`config.mk`:
```
export PLATFORM = sky130hd
export DESIGN_NAME = uart_rx_fifo
export DESIGN_NICKNAME = d
export VERILOG_FILES = /design/src/rtl/uart_pkg.sv /design/src/rtl/uart_sat_counter.sv /design/src/rtl/uart_rx_fifo.sv
export SDC_FILE = /design/constraint.sdc
export NUM_CORES = 1
export LEC_CHECK = 0
export ABC_AREA = 1
export CAP_MARGIN = 20
export CORE_ASPECT_RATIO = 0.6
export CORE_UTILIZATION = 45
export DETAILED_ROUTE_END_ITERATION = 7
export PLACE_DENSITY = 0.63
export SYNTH_ARGS = -nofsm -noshare
export SYNTH_HDL_FRONTEND = slang
export SYNTH_SLANG_ARGS = --single-unit
```
`constraint.sdc`:
```
create_clock -name clk -period 2.14 [get_ports clk]
set_input_delay 0.428 -clock clk [delete_from_list [all_inputs] [get_ports clk]]
set_output_delay 0.428 -clock clk [all_outputs]
set_load 0.05 [all_outputs]
```
`src/rtl/uart_pkg.sv`:
```
// Shared UART definitions used by both the receive and transmit paths.
package uart_pkg;

  localparam int UART_DATA_W = 8;

  typedef struct packed {
    logic                   parity_ok;
    logic [UART_DATA_W-1:0] data;
  } uart_rx_entry_t;

endpackage

```
`src/rtl/uart_sat_counter.sv`:
```
// Saturating up-counter with synchronous clear. A clear that coincides with an
// increment leaves the counter at 1, so no event is lost.
module uart_sat_counter #(
  parameter int WIDTH = 8
) (
  input  logic             clk,
  input  logic             reset,
  input  logic             inc,
  input  logic             clr,
  output logic [WIDTH-1:0] value
);

  // NOTE: sequential state uses non-blocking assignments so every flop samples pre-edge values.
  always_ff @(posedge clk or posedge reset) begin
    if (reset) begin
      value <= '0;
    end else if (clr) begin
      value <= inc ? WIDTH'(1) : '0;
    end else if (inc && (value != '1)) begin
      value <= value + 1'b1;
    end
  end

endmodule

```
`src/rtl/uart_rx_fifo.sv`:
```
// First-word-fall-through receive FIFO behind the UART receiver, with a sticky
// overrun flag and a saturating parity-error counter for status reads.
module uart_rx_fifo
  import uart_pkg::*;
#(
  parameter int DEPTH  = 8,
  parameter int DATA_W = UART_DATA_W
) (
  input  logic                       clk,
  input  logic                       reset,
  input  logic                       rx_valid,
  input  logic [DATA_W-1:0]          rx_data,
  input  logic                       rx_parity_ok,
  input  logic                       drop_bad,
  input  logic                       rd_en,
  input  logic                       clr_status,
  output logic [DATA_W-1:0]          rd_data,
  output logic                       rd_parity_ok,
  output logic                       empty,
  output logic                       full,
  output logic [$clog2(DEPTH+1)-1:0] count,
  output logic                       overrun,
  output logic [7:0]                 parity_err_cnt
);

  localparam int PTR_W = $clog2(DEPTH);
  localparam int CNT_W = $clog2(DEPTH + 1);

  uart_rx_entry_t mem [DEPTH];
  uart_rx_entry_t head;
  uart_rx_entry_t wr_entry;
  logic [PTR_W-1:0] wr_ptr;
  logic [PTR_W-1:0] rd_ptr;
  logic accept;
  logic pop;
  logic push;

  assign empty  = (count == '0);
  assign full   = (count == CNT_W'(DEPTH));
  assign accept = rx_valid & ~(drop_bad & ~rx_parity_ok);
  assign pop    = rd_en & ~empty;
  // A full FIFO still takes a character when the head leaves on the same edge.
  assign push   = accept & (~full | pop);

  assign wr_entry.parity_ok = rx_parity_ok;
  assign wr_entry.data      = UART_DATA_W'(rx_data);

  assign head         = mem[rd_ptr];
  assign rd_data      = empty ? '0 : DATA_W'(head.data);
  assign rd_parity_ok = ~empty & head.parity_ok;

  // NOTE: storage is deliberately not reset; the empty gate keeps stale entries invisible.
  always_ff @(posedge clk) begin
    if (push) begin
      mem[wr_ptr] <= wr_entry;
    end
  end

  always_ff @(posedge clk or posedge reset) begin
    if (reset) begin
      wr_ptr  <= '0;
      rd_ptr  <= '0;
      count   <= '0;
      overrun <= 1'b0;
    end else begin
      if (push) wr_ptr <= wr_ptr + 1'b1;
      if (pop)  rd_ptr <= rd_ptr + 1'b1;
      case ({push, pop})
        2'b10:   count <= count + 1'b1;
        2'b01:   count <= count - 1'b1;
        default: count <= count;
      endcase
      if (accept && full && !pop) begin
        overrun <= 1'b1;
      end else if (clr_status) begin
        overrun <= 1'b0;
      end
    end
  end

  uart_sat_counter #(
    .WIDTH(8)
  ) u_parity_err_cnt (
    .clk  (clk),
    .reset(reset),
    .inc  (rx_valid & ~rx_parity_ok),
    .clr  (clr_status),
    .value(parity_err_cnt)
  );

endmodule

```
==> metrics.txt, run 1 <==
DRT Pass-1 Iters 5; CTS tree yes; Worst-Skew Late Latency 0.34 ns; Worst Skew 0.005843 ns; fin. max-slew vios 0; clock slew at reported path FFs 0.06 ns; IO buf count 38; post-synthesis sequential area ratio 66.81%; Die X 122.9 um; Startpoint Class register; vias 2918; die area 9163 um^2; Leak 2.076 nW; f_max 0.4542 GHz; mux share of post-synthesis cell area 0%; CTS Buffer Depth 2; Max Cap Violations 0; layout cell share with drive strength beyond 1 31.24%; Worst Path Buf+Inv 2; HPWL after detailed placement 6227 um; gr ovfl total 0; delay-heaviest family, CP compound AO/OA/AOI/OAI gates; fin util 64.69%; RSZ-0062 raised after global routing true; Post-Synth Simple-Gate Area 14.71%; Total Routing Usage GR 22.46%; Synth Area in Compound Gates 11.25%; area leader, netlist edfxtp_1; Yosys warnings 0; synth top area cells edfxtp_1 55%, dfrtp_1 12%, o21ai_0 6.1%, nor2_1 6.1%, nand2_1 3.2%; crit-path max cell delay 0.48 ns; outcome finished, violations left; period utilization 102.9%; cells after synthesis 351; Worst-Margin Slew 0.5084 ns; antenna viol nets, final 0; failing checks setup timing; via/cell ratio 5.394; CP max-delay cell dfrtp_2; WL/cell 18.01 um; largest net degree at the start of global routing 20; DRC Markers 0; asr flop ratio synth 20.88%; Avg Inst Size Synth 11.25 um^2; reg2reg setup slack 0.23 ns; worst hold path class input port to async pin; Synth Area in Adders 1.268%; initial core utilization 46.32%; Row Count 26; core area 8523 um^2; main combinational cell family by area after synthesis simple AND/OR/NAND/NOR gates; PwrDens 1548 nW/um^2; total power 8.537 mW; antenna violations before repair 0; final WL 9744 um; routability cong. 0.7797; # IOs 39; nets 443; dpl cells 517; Primary FF master, synth edfxtp_1; Layout Cells excl Fill 541; Fin. Hold Viols 0; most common library cell in the layout ignoring fill and taps edfxtp_1; post-route minimum period 2.202 ns; clk sinks 91; Slew HR 66.05%; EDFF count, synth 72; final setup margin -0.06157 ns; design area 5514 um^2; die height 74.55 um; global-route wire length before repair 14590 um; area of the mapped netlist 3948 um^2; most frequent cells in the layout 72 x edfxtp_1, 57 x nor2_1, 34 x nand2_1; crit-path cells buf_8, o21ai_0, o22ai_2, o21ai_2, a31oi_4, buf_6; crit-path max FO 10; Iteration-0 DRC Markers 235; Root Driver clkbuf_16; post-synth top area share 54.77%; WS Path Type register to output port; library cells used by synthesis 33; #FFs+latches synth 91; Worst Path Required 1.71 ns; Placed Area 4845 um^2; CTS Buf Count 9; H-tree depth 3; Layout area overhead 39.68%; crit end category output port; ant diodes 0; hold_ws 0.3980 ns; Post-Syn Nets 370; Worst EP arrival 1.77 ns; final setup fails 9; vias in the first global route 2736; post-synthesis xor/xnor area fraction 1.775%; worst vdd ir 625.8 uV
-- layer usage --
layer / part of all wire (%) / track usage [%] / vias up
met4: 1.2 / 7.859 / 0
met1: 47 / 31.96 / 1423
met3: 6.1 / 5.752 / 12
met2: 45 / 33.65 / 101
met5: 0 / 0 / -
li1: - / - / 1382
-- registers in the layout (all words and copies together) (netlist names) --
| name | flops |
|---|---|
| wr_ptr | 3 |
| count | 4 |
| mem | 72 |
| u_parity_err_cnt.value | 8 |
| rd_ptr | 3 |
| overrun | 1 |
-- through the flow --
stage	worst slack (ns)	TNS, ns
finish	-0.06157	-0.3041
global route	-0.1573	-0.8720
CTS	-0.02669	-0.1197
detailed placement	-0.1044	-1.893
global placement	-0.03830	-0.5062
floorplan	-0.02310	-0.8315
-- Yosys cell counts (5+ instances only) --
cell type	n
a31oi_1	9
o21ai_1	5
nor2_1	64
nor2_2	6
xor2_1	7
buf_2	7
o22ai_1	9
nand3_1	9
o21ai_0	48
dfrtp_1	19
inv_1	24
edfxtp_1	72
nand2_1	34
-- power by group --
group | total [mW] | leakage, nW | switching (mW) | internal [mW]
sequential | 2.35 | 0.890 | 0.184 | 2.17
clock | 1.67 | 0.149 | 0.650 | 1.02
combinational | 4.51 | 1.04 | 2.71 | 1.81
total | 8.54 | 2.08 | 3.54 | 4.99
-- logic make-up after synthesis --
| group | Yosys count |
|---|---|
| and+or+nand+nor | 127 |
| DFF | 91 |
| buffers and inverters | 41 |
| adders and majority gates | 4 |
| AOI/OAI and AO/OA | 80 |
| xor gates and xnor gates | 8 |
-- path summary, 6_finish.rpt --
path / start / end / cells past startpoint
worst max-delay path: rd_ptr[0] / rd_data[0] / 6
worst min-delay path: reset / count[1] / 2
worst max register to register: count[1] / mem[0][8] / 8
worst min register to register: u_parity_err_cnt.value[4] / u_parity_err_cnt.value[4] / 2
max in group asynchronous: reset / rd_ptr[0] / 3
min in group clk: u_parity_err_cnt.value[4] / u_parity_err_cnt.value[4] / 2
-- area by class of cell --
type	count	area, um^2
inverters	29	116.4
well taps	112	140.1
flip-flops and latches	91	2643
fillers	629	3009
repair buffers	74	857.1
clock buffers	9	225.2
multi-input cells	219	1440
clock inverters	7	92.59
-- what timing repair did --
action,4_1_cts,5_1_grt
pin swaps,2,10
gates cloned,2,1
gates resized for setup,44,54
endpoints found under the setup margin,9,10
hold buffers,0,0
buffers inserted,2,3
Power figures use the tool's default switching activity.
==> run 2, diff against run 1 <==
- MAX_ROUTING_LAYER: not set -> met4
==> run 2 against run 1 <==
Effect of this change:
- the run still ends with setup timing left
- final cell count grew 0.37%
- design area up 0.32%
- register-to-register slack is essentially flat
- clock power is essentially flat
- clock skew is 0.00058 ns higher
- worst hold slack worse by 0.0025 ns
- first-iteration DRC count is 29% higher
- critical path depth unchanged
- via count decreased by 1.7%
- global-route usage rose by 0.85 points
- critical endpoint is now rd_data[4]
- largest power group unchanged
- highest routed layer unchanged
==> metrics.txt, run 2 (same netlist as run 1, synthesis figures left out) <==
Worst-Margin Slew 0.5098 ns (+0.001369 ns); CTS Buffer Depth 2 (unchanged); antenna violations before repair 0 (unchanged); most frequent cells in the layout 72 x edfxtp_1, 57 x nor2_1, 34 x nand2_1; Max Cap Violations 0 (unchanged); max reg flops 72 (unchanged); crit end category output port; largest net degree at the start of global routing 20 (unchanged); antenna viol nets, final 0 (unchanged); Die X 122.9 um (unchanged); r2r worst-path depth 8 (unchanged); Leak 2.085 nW (+0.45%); clock slew at reported path FFs 0.06 ns (about the same); Iteration-0 DRC Markers 303 (+29%); global-route wire length before repair 14620 um (+0.24%); ant diodes 0 (unchanged); via/cell ratio 5.280 (-2.1%); hold_ws 0.3956 ns (-0.002490 ns); HPWL after detailed placement 6227 um (unchanged); Top Registers mem x72, u_parity_err_cnt.value x8, count x4; design area 5532 um^2 (+0.32%); die height 74.55 um (unchanged); worst vdd ir 614.7 uV (-1.8%); CTS tree yes; core area 8523 um^2 (unchanged); final setup TNS -0.4005 ns (-0.09640 ns); gr ovfl total 0 (unchanged); total power 8.563 mW (+0.31%); DRT Pass-1 Iters 5 (unchanged); die area 9163 um^2 (unchanged); crit-path max FO 6 (-4); DRC Markers 0 (unchanged); routability cong. 0.7904 (+1.4%); initial core utilization 46.32% (unchanged); Placed Area 4845 um^2 (unchanged); f_max 0.4505 GHz (-0.81%); dpl cells 517 (unchanged); H-tree depth 3 (unchanged); clk sinks 91 (unchanged); worst hold path class input port to async pin; most common library cell in the layout ignoring fill and taps edfxtp_1; period utilization 103.7% (+0.84 points); Worst-Skew Late Latency 0.35 ns (about the same); # IOs 39 (unchanged); Startpoint Class register; Worst EP arrival 1.79 ns (+0.02 ns); vias 2867 (-1.7%); post-route minimum period 2.220 ns (+0.01805 ns); WL/cell 17.73 um (-1.5%); IO buf count 38 (unchanged); WS Path Type register to output port; Biggest register mem; layout cell share with drive strength beyond 1 30.63% (-0.61 points); outcome finished, violations left; nets 445 (+0.45%); vias in the first global route 2728 (-0.29%); RSZ-0062 raised after global routing true; final setup fails 9 (unchanged); Total Routing Usage GR 23.31% (+0.85 points); Row Count 26 (unchanged); Layout Cells excl Fill 543 (+0.37%); Root Driver clkbuf_16; final WL 9630 um (-1.2%); final-layout fill cell count 625 (-0.64%); fin. max-slew vios 0 (unchanged); Fin. Hold Viols 0 (unchanged); Layout area overhead 40.13%; final setup margin -0.07962 ns (-0.01805 ns); Worst Skew 0.006424 ns (+0.0005806 ns); Hold-fix buffers, CTS 0 (unchanged); failing checks setup timing; Slew HR 65.96% (-0.091 points); PwrDens 1548 nW/um^2 (about the same); Worst Path Required 1.71 ns (about the same); CTS Buf Count 9 (unchanged)
==> run 2: cell count changes in the layout (fill, tap and decap cells not counted), sizes merged <==
cell    change
buf         +1
clkbuf      +1
==> run 2: what timing repair did <==
action	CTS	global route
setup endpoints to repair	9	10
resized for setup	44	48
pin swaps	2	9
cloned	2	2
buffers inserted	2	4
hold endpoints to repair	0	0
==> run 2: report_power, final <==
part	internal, mW	switching [mW]
combinational	1.84	2.69
clock	1.02	0.653
sequential	2.17	0.186
==> run 2: final timing paths <==
path | startpoint | slack [ns] | end
max in group asynchronous | reset | 1.22 | rd_ptr[0]
min in group clk | u_parity_err_cnt.value[4] | 0.53 | u_parity_err_cnt.value[4]
worst min register to register | u_parity_err_cnt.value[4] | 0.53 | u_parity_err_cnt.value[4]
worst max-delay path | rd_ptr[0] | -0.08 | rd_data[4]
worst max register to register | count[1] | 0.22 | mem[2][5]
worst min-delay path | reset | 0.40 | u_parity_err_cnt.value[2]
==> run 2: per-stage QoR <==
step / utilization, % / worst slack, ns
3_3_place_gp: 56.84 / -0.03830
5_1_grt: 64.90 / -0.1533
2_1_floorplan: - / -0.02310
6_report: 64.90 / -0.07962
4_1_cts: 62.55 / -0.02669
3_5_place_dp: 56.84 / -0.1044
==> run 2: area by class of cell <==
cell class	instances	area (um^2)	area share, %
Sequential cell	91	2643	47.77
Multi-Input combinational cell	219	1425	25.76
Timing Repair Buffer	76	889.6	16.08
Clock buffer	9	225.2	4.071
Tap cell	112	140.1	2.533
Inverter	29	116.4	2.104
Clock inverter	7	92.59	1.674
==> run 2: routing by layer <==
layer  routed length (um)  GRT usage (%)  share of wire, %
met5                    0              -                 0
met2                 4250          33.46                44
met4                  128          7.995               1.3
met1                 4660          31.96                48
met3                  590          6.288               6.1
==> run 2: critical path, stage by stage (launching register included) <==
cell and delay [ns]:
dfrtp_2 0.48, clkinv_4 0.13, clkbuf_16 0.18, buf_4 0.14, o21ai_1 0.22, a31oi_4 0.12, buf_6 0.17
==> run 3, diff against run 2 <==
- ABC_AREA: 1 -> not set
==> run 3 against run 2 <==
Effect of this change:
- the flow still finishes with violations (setup timing)
- via count is 21% lower
- sequential cell count unchanged
- sequential share of layout area is 2.8 points higher
- combinational power is 25% lower
- non-clock buffer count grew 2
- critical path type unchanged
- highest routed layer unchanged
==> metrics.txt, run 3 <==
IO buf count 38 (unchanged); post-synth top area share 55.98% (+1.2 points); DRT Pass-1 Iters 4 (-1); most common library cell in the layout ignoring fill and taps edfxtp_1; nets 336 (-24%); Synth top cells by count 72 x edfxtp_1, 25 x nor2_1, 19 x dfrtp_1; crit end category output port; Fin. Hold Viols 0 (unchanged); worst hold path class input port to async pin; Slew HR 66.48% (+0.53 points); CTS Buffer Depth 2 (unchanged); Placed Area 4705 um^2 (-2.9%); vias 2263 (-21%); clk sinks 91 (unchanged); final setup margin -0.2300 ns (-0.1504 ns); synth top area cells edfxtp_1 56%, dfrtp_1 12%, mux4_2 10%, mux2i_1 2.9%, nor2_1 2.4%; Worst EP arrival 1.94 ns (+0.15 ns); Root Driver clkbuf_16; RSZ-0062 raised after global routing true; antenna viol nets, final 0 (unchanged); library cells used by synthesis 41 (+24%); via/cell ratio 5.263 (-0.32%); Worst Path Required 1.71 ns (about the same); vias in the first global route 2224 (-18%); clock slew at reported path FFs 0.06 ns (about the same); Startpoint Class register; Row Count 25 (-3.8%); Reg area 2641 um^2 (about the same); WS Path Type register to output port; CTS tree yes; gr ovfl total 0 (unchanged); Total Routing Usage GR 20.64% (-2.7 points); antenna violations before repair 0 (unchanged); ant diodes 0 (unchanged); f_max 0.4219 GHz (-6.3%); fin. max-slew vios 0 (unchanged); design area 5228 um^2 (-5.5%); CTS Buf Count 9 (unchanged); Leak 1.933 nW (-7.3%); final setup fails 9 (unchanged); WL/cell 17.90 um (+0.93%); HPWL after detailed placement 5144 um (-17%); worst vdd ir 604.0 uV (-1.7%); die height 73.77 um (-1.1%); Layout area overhead 35.34%; Iteration-0 DRC Markers 176 (-42%); Max Cap Violations 0 (unchanged); DRC Markers 0 (unchanged); area leader, netlist edfxtp_1; Yosys warnings 0 (unchanged); most frequent cells in the layout 72 x edfxtp_1, 34 x buf_4, 23 x clkdlybuf4s50_1; Biggest register mem; Worst-Margin Slew 0.5012 ns (-0.008614 ns); crit-path max FO 5 (-1); #FFs+latches synth 91 (unchanged); die area 8970 um^2 (-2.1%); global-route wire length before repair 12370 um (-15%); Top Registers mem x72, u_parity_err_cnt.value x8, count x4; largest net degree at the start of global routing 20 (unchanged); Post-Syn Nets 256 (-31%); Worst Skew 0.005928 ns (-0.0004957 ns); area of the mapped netlist 3862 um^2 (-2.2%); outcome finished, violations left; EDFF count, synth 72 (unchanged); core area 8102 um^2 (-4.9%); # IOs 39 (unchanged); cells after synthesis 237 (-32%); Primary FF master, synth edfxtp_1; post-route minimum period 2.370 ns (+0.1504 ns); period utilization 110.7% (+7.0 points); Die X 121.6 um (-1.1%); Hold-fix buffers, CTS 0 (unchanged); layout cell share with drive strength beyond 1 35.71% (+5.1 points); pre-CTS WS -0.05883 ns (+0.04552 ns); routability cong. 0.8035 (+1.7%); count leader, synth edfxtp_1; H-tree depth 3 (unchanged); post-synthesis sequential area ratio 68.29% (+1.5 points); final WL 7697 um (-20%); Worst-Skew Late Latency 0.34 ns (about the same); Avg Inst Size Synth 16.30 um^2 (+45%); PwrDens 1404 nW/um^2 (-9.3%); initial core utilization 47.68% (+1.4 points); failing checks setup timing; max reg flops 72 (unchanged); final-layout fill cell count 579 (-7.4%); total power 7.341 mW (-14%); area of the multi-input gates 1333 um^2 (-6.5%); final setup TNS -1.923 ns (-1.522 ns); asr flop ratio synth 20.88% (unchanged)
## run 3: repair_timing
item	4_1_cts	5_1_grt
gates resized for setup	26	8
setup buffers	4	0
endpoints found under the setup margin	10	12
gates cloned	3	0
## run 3: through the flow
stage               utilization, %  hold slack, ns  cells
floorplan                        -          0.3790    237
global placement             58.07          0.5146    408
detailed placement           58.07          0.5290    408
CTS                          64.28          0.4206    431
global route                 64.53          0.4687    430
finish                       64.53          0.4144    430
## run 3: area by class of cell
class                           count  area share (%)
Sequential cell                    91           50.53
Multi-Input combinational cell    133           25.49
Timing Repair Buffer               78           15.34
Clock buffer                        9           4.308
Tap cell                          108           2.585
Clock inverter                      7           1.460
Inverter                            4          0.2872
## run 3: cells by family (layout without fill, tap and decap cells)
family / after synthesis / after routing / share of synthesized area, %
simple gates: 70 / 70 / 8.617
buf+inv: 13 / 98 / 1.684
xor+xnor: 9 / 9 / 2.041
fa+ha+maj: 4 / 4 / 1.296
flops: 91 / 91 / 68.29
compound gates: 20 / 20 / 4.438
mux: 30 / 30 / 13.64
## run 3: worst paths after layout
check | start | endpoint | slack [ns] | depth (start not counted)
max | rd_ptr[0] | rd_data[1] | -0.23 | 6
min | reset | count[2] | 0.41 | 3
max reg2reg | count[0] | count[2] | 0.23 | 7
min reg2reg | overrun | overrun | 0.53 | 2
max in group asynchronous | reset | rd_ptr[0] | 1.49 | 3
min in group clk | overrun | overrun | 0.53 | 2
## run 3: metal layers
layer / vias to the layer above / share of wire, % / GRT usage, %
met4: 0 / 1.8 / 7.819
met1: 1111 / 50 / 30.47
li1: 1085 / - / -
met2: 55 / 43 / 26.77
met5: - / 0 / -
met3: 12 / 4.9 / 5.823
## run 3: power by group
| group | switching (mW) | internal [mW] |
|---|---|---|
| Sequential | 0.226 | 2.14 |
| Clock | 0.649 | 0.910 |
| Combinational | 1.82 | 1.60 |
| Total | 2.69 | 4.65 |
## run 3: critical path: stages (launching register included)
cell     delay [ns]
dfrtp_2        0.40
buf_4          0.13
buf_12         0.12
mux4_2         0.53
mux2i_2        0.22
nor2_4         0.04
buf_6          0.15
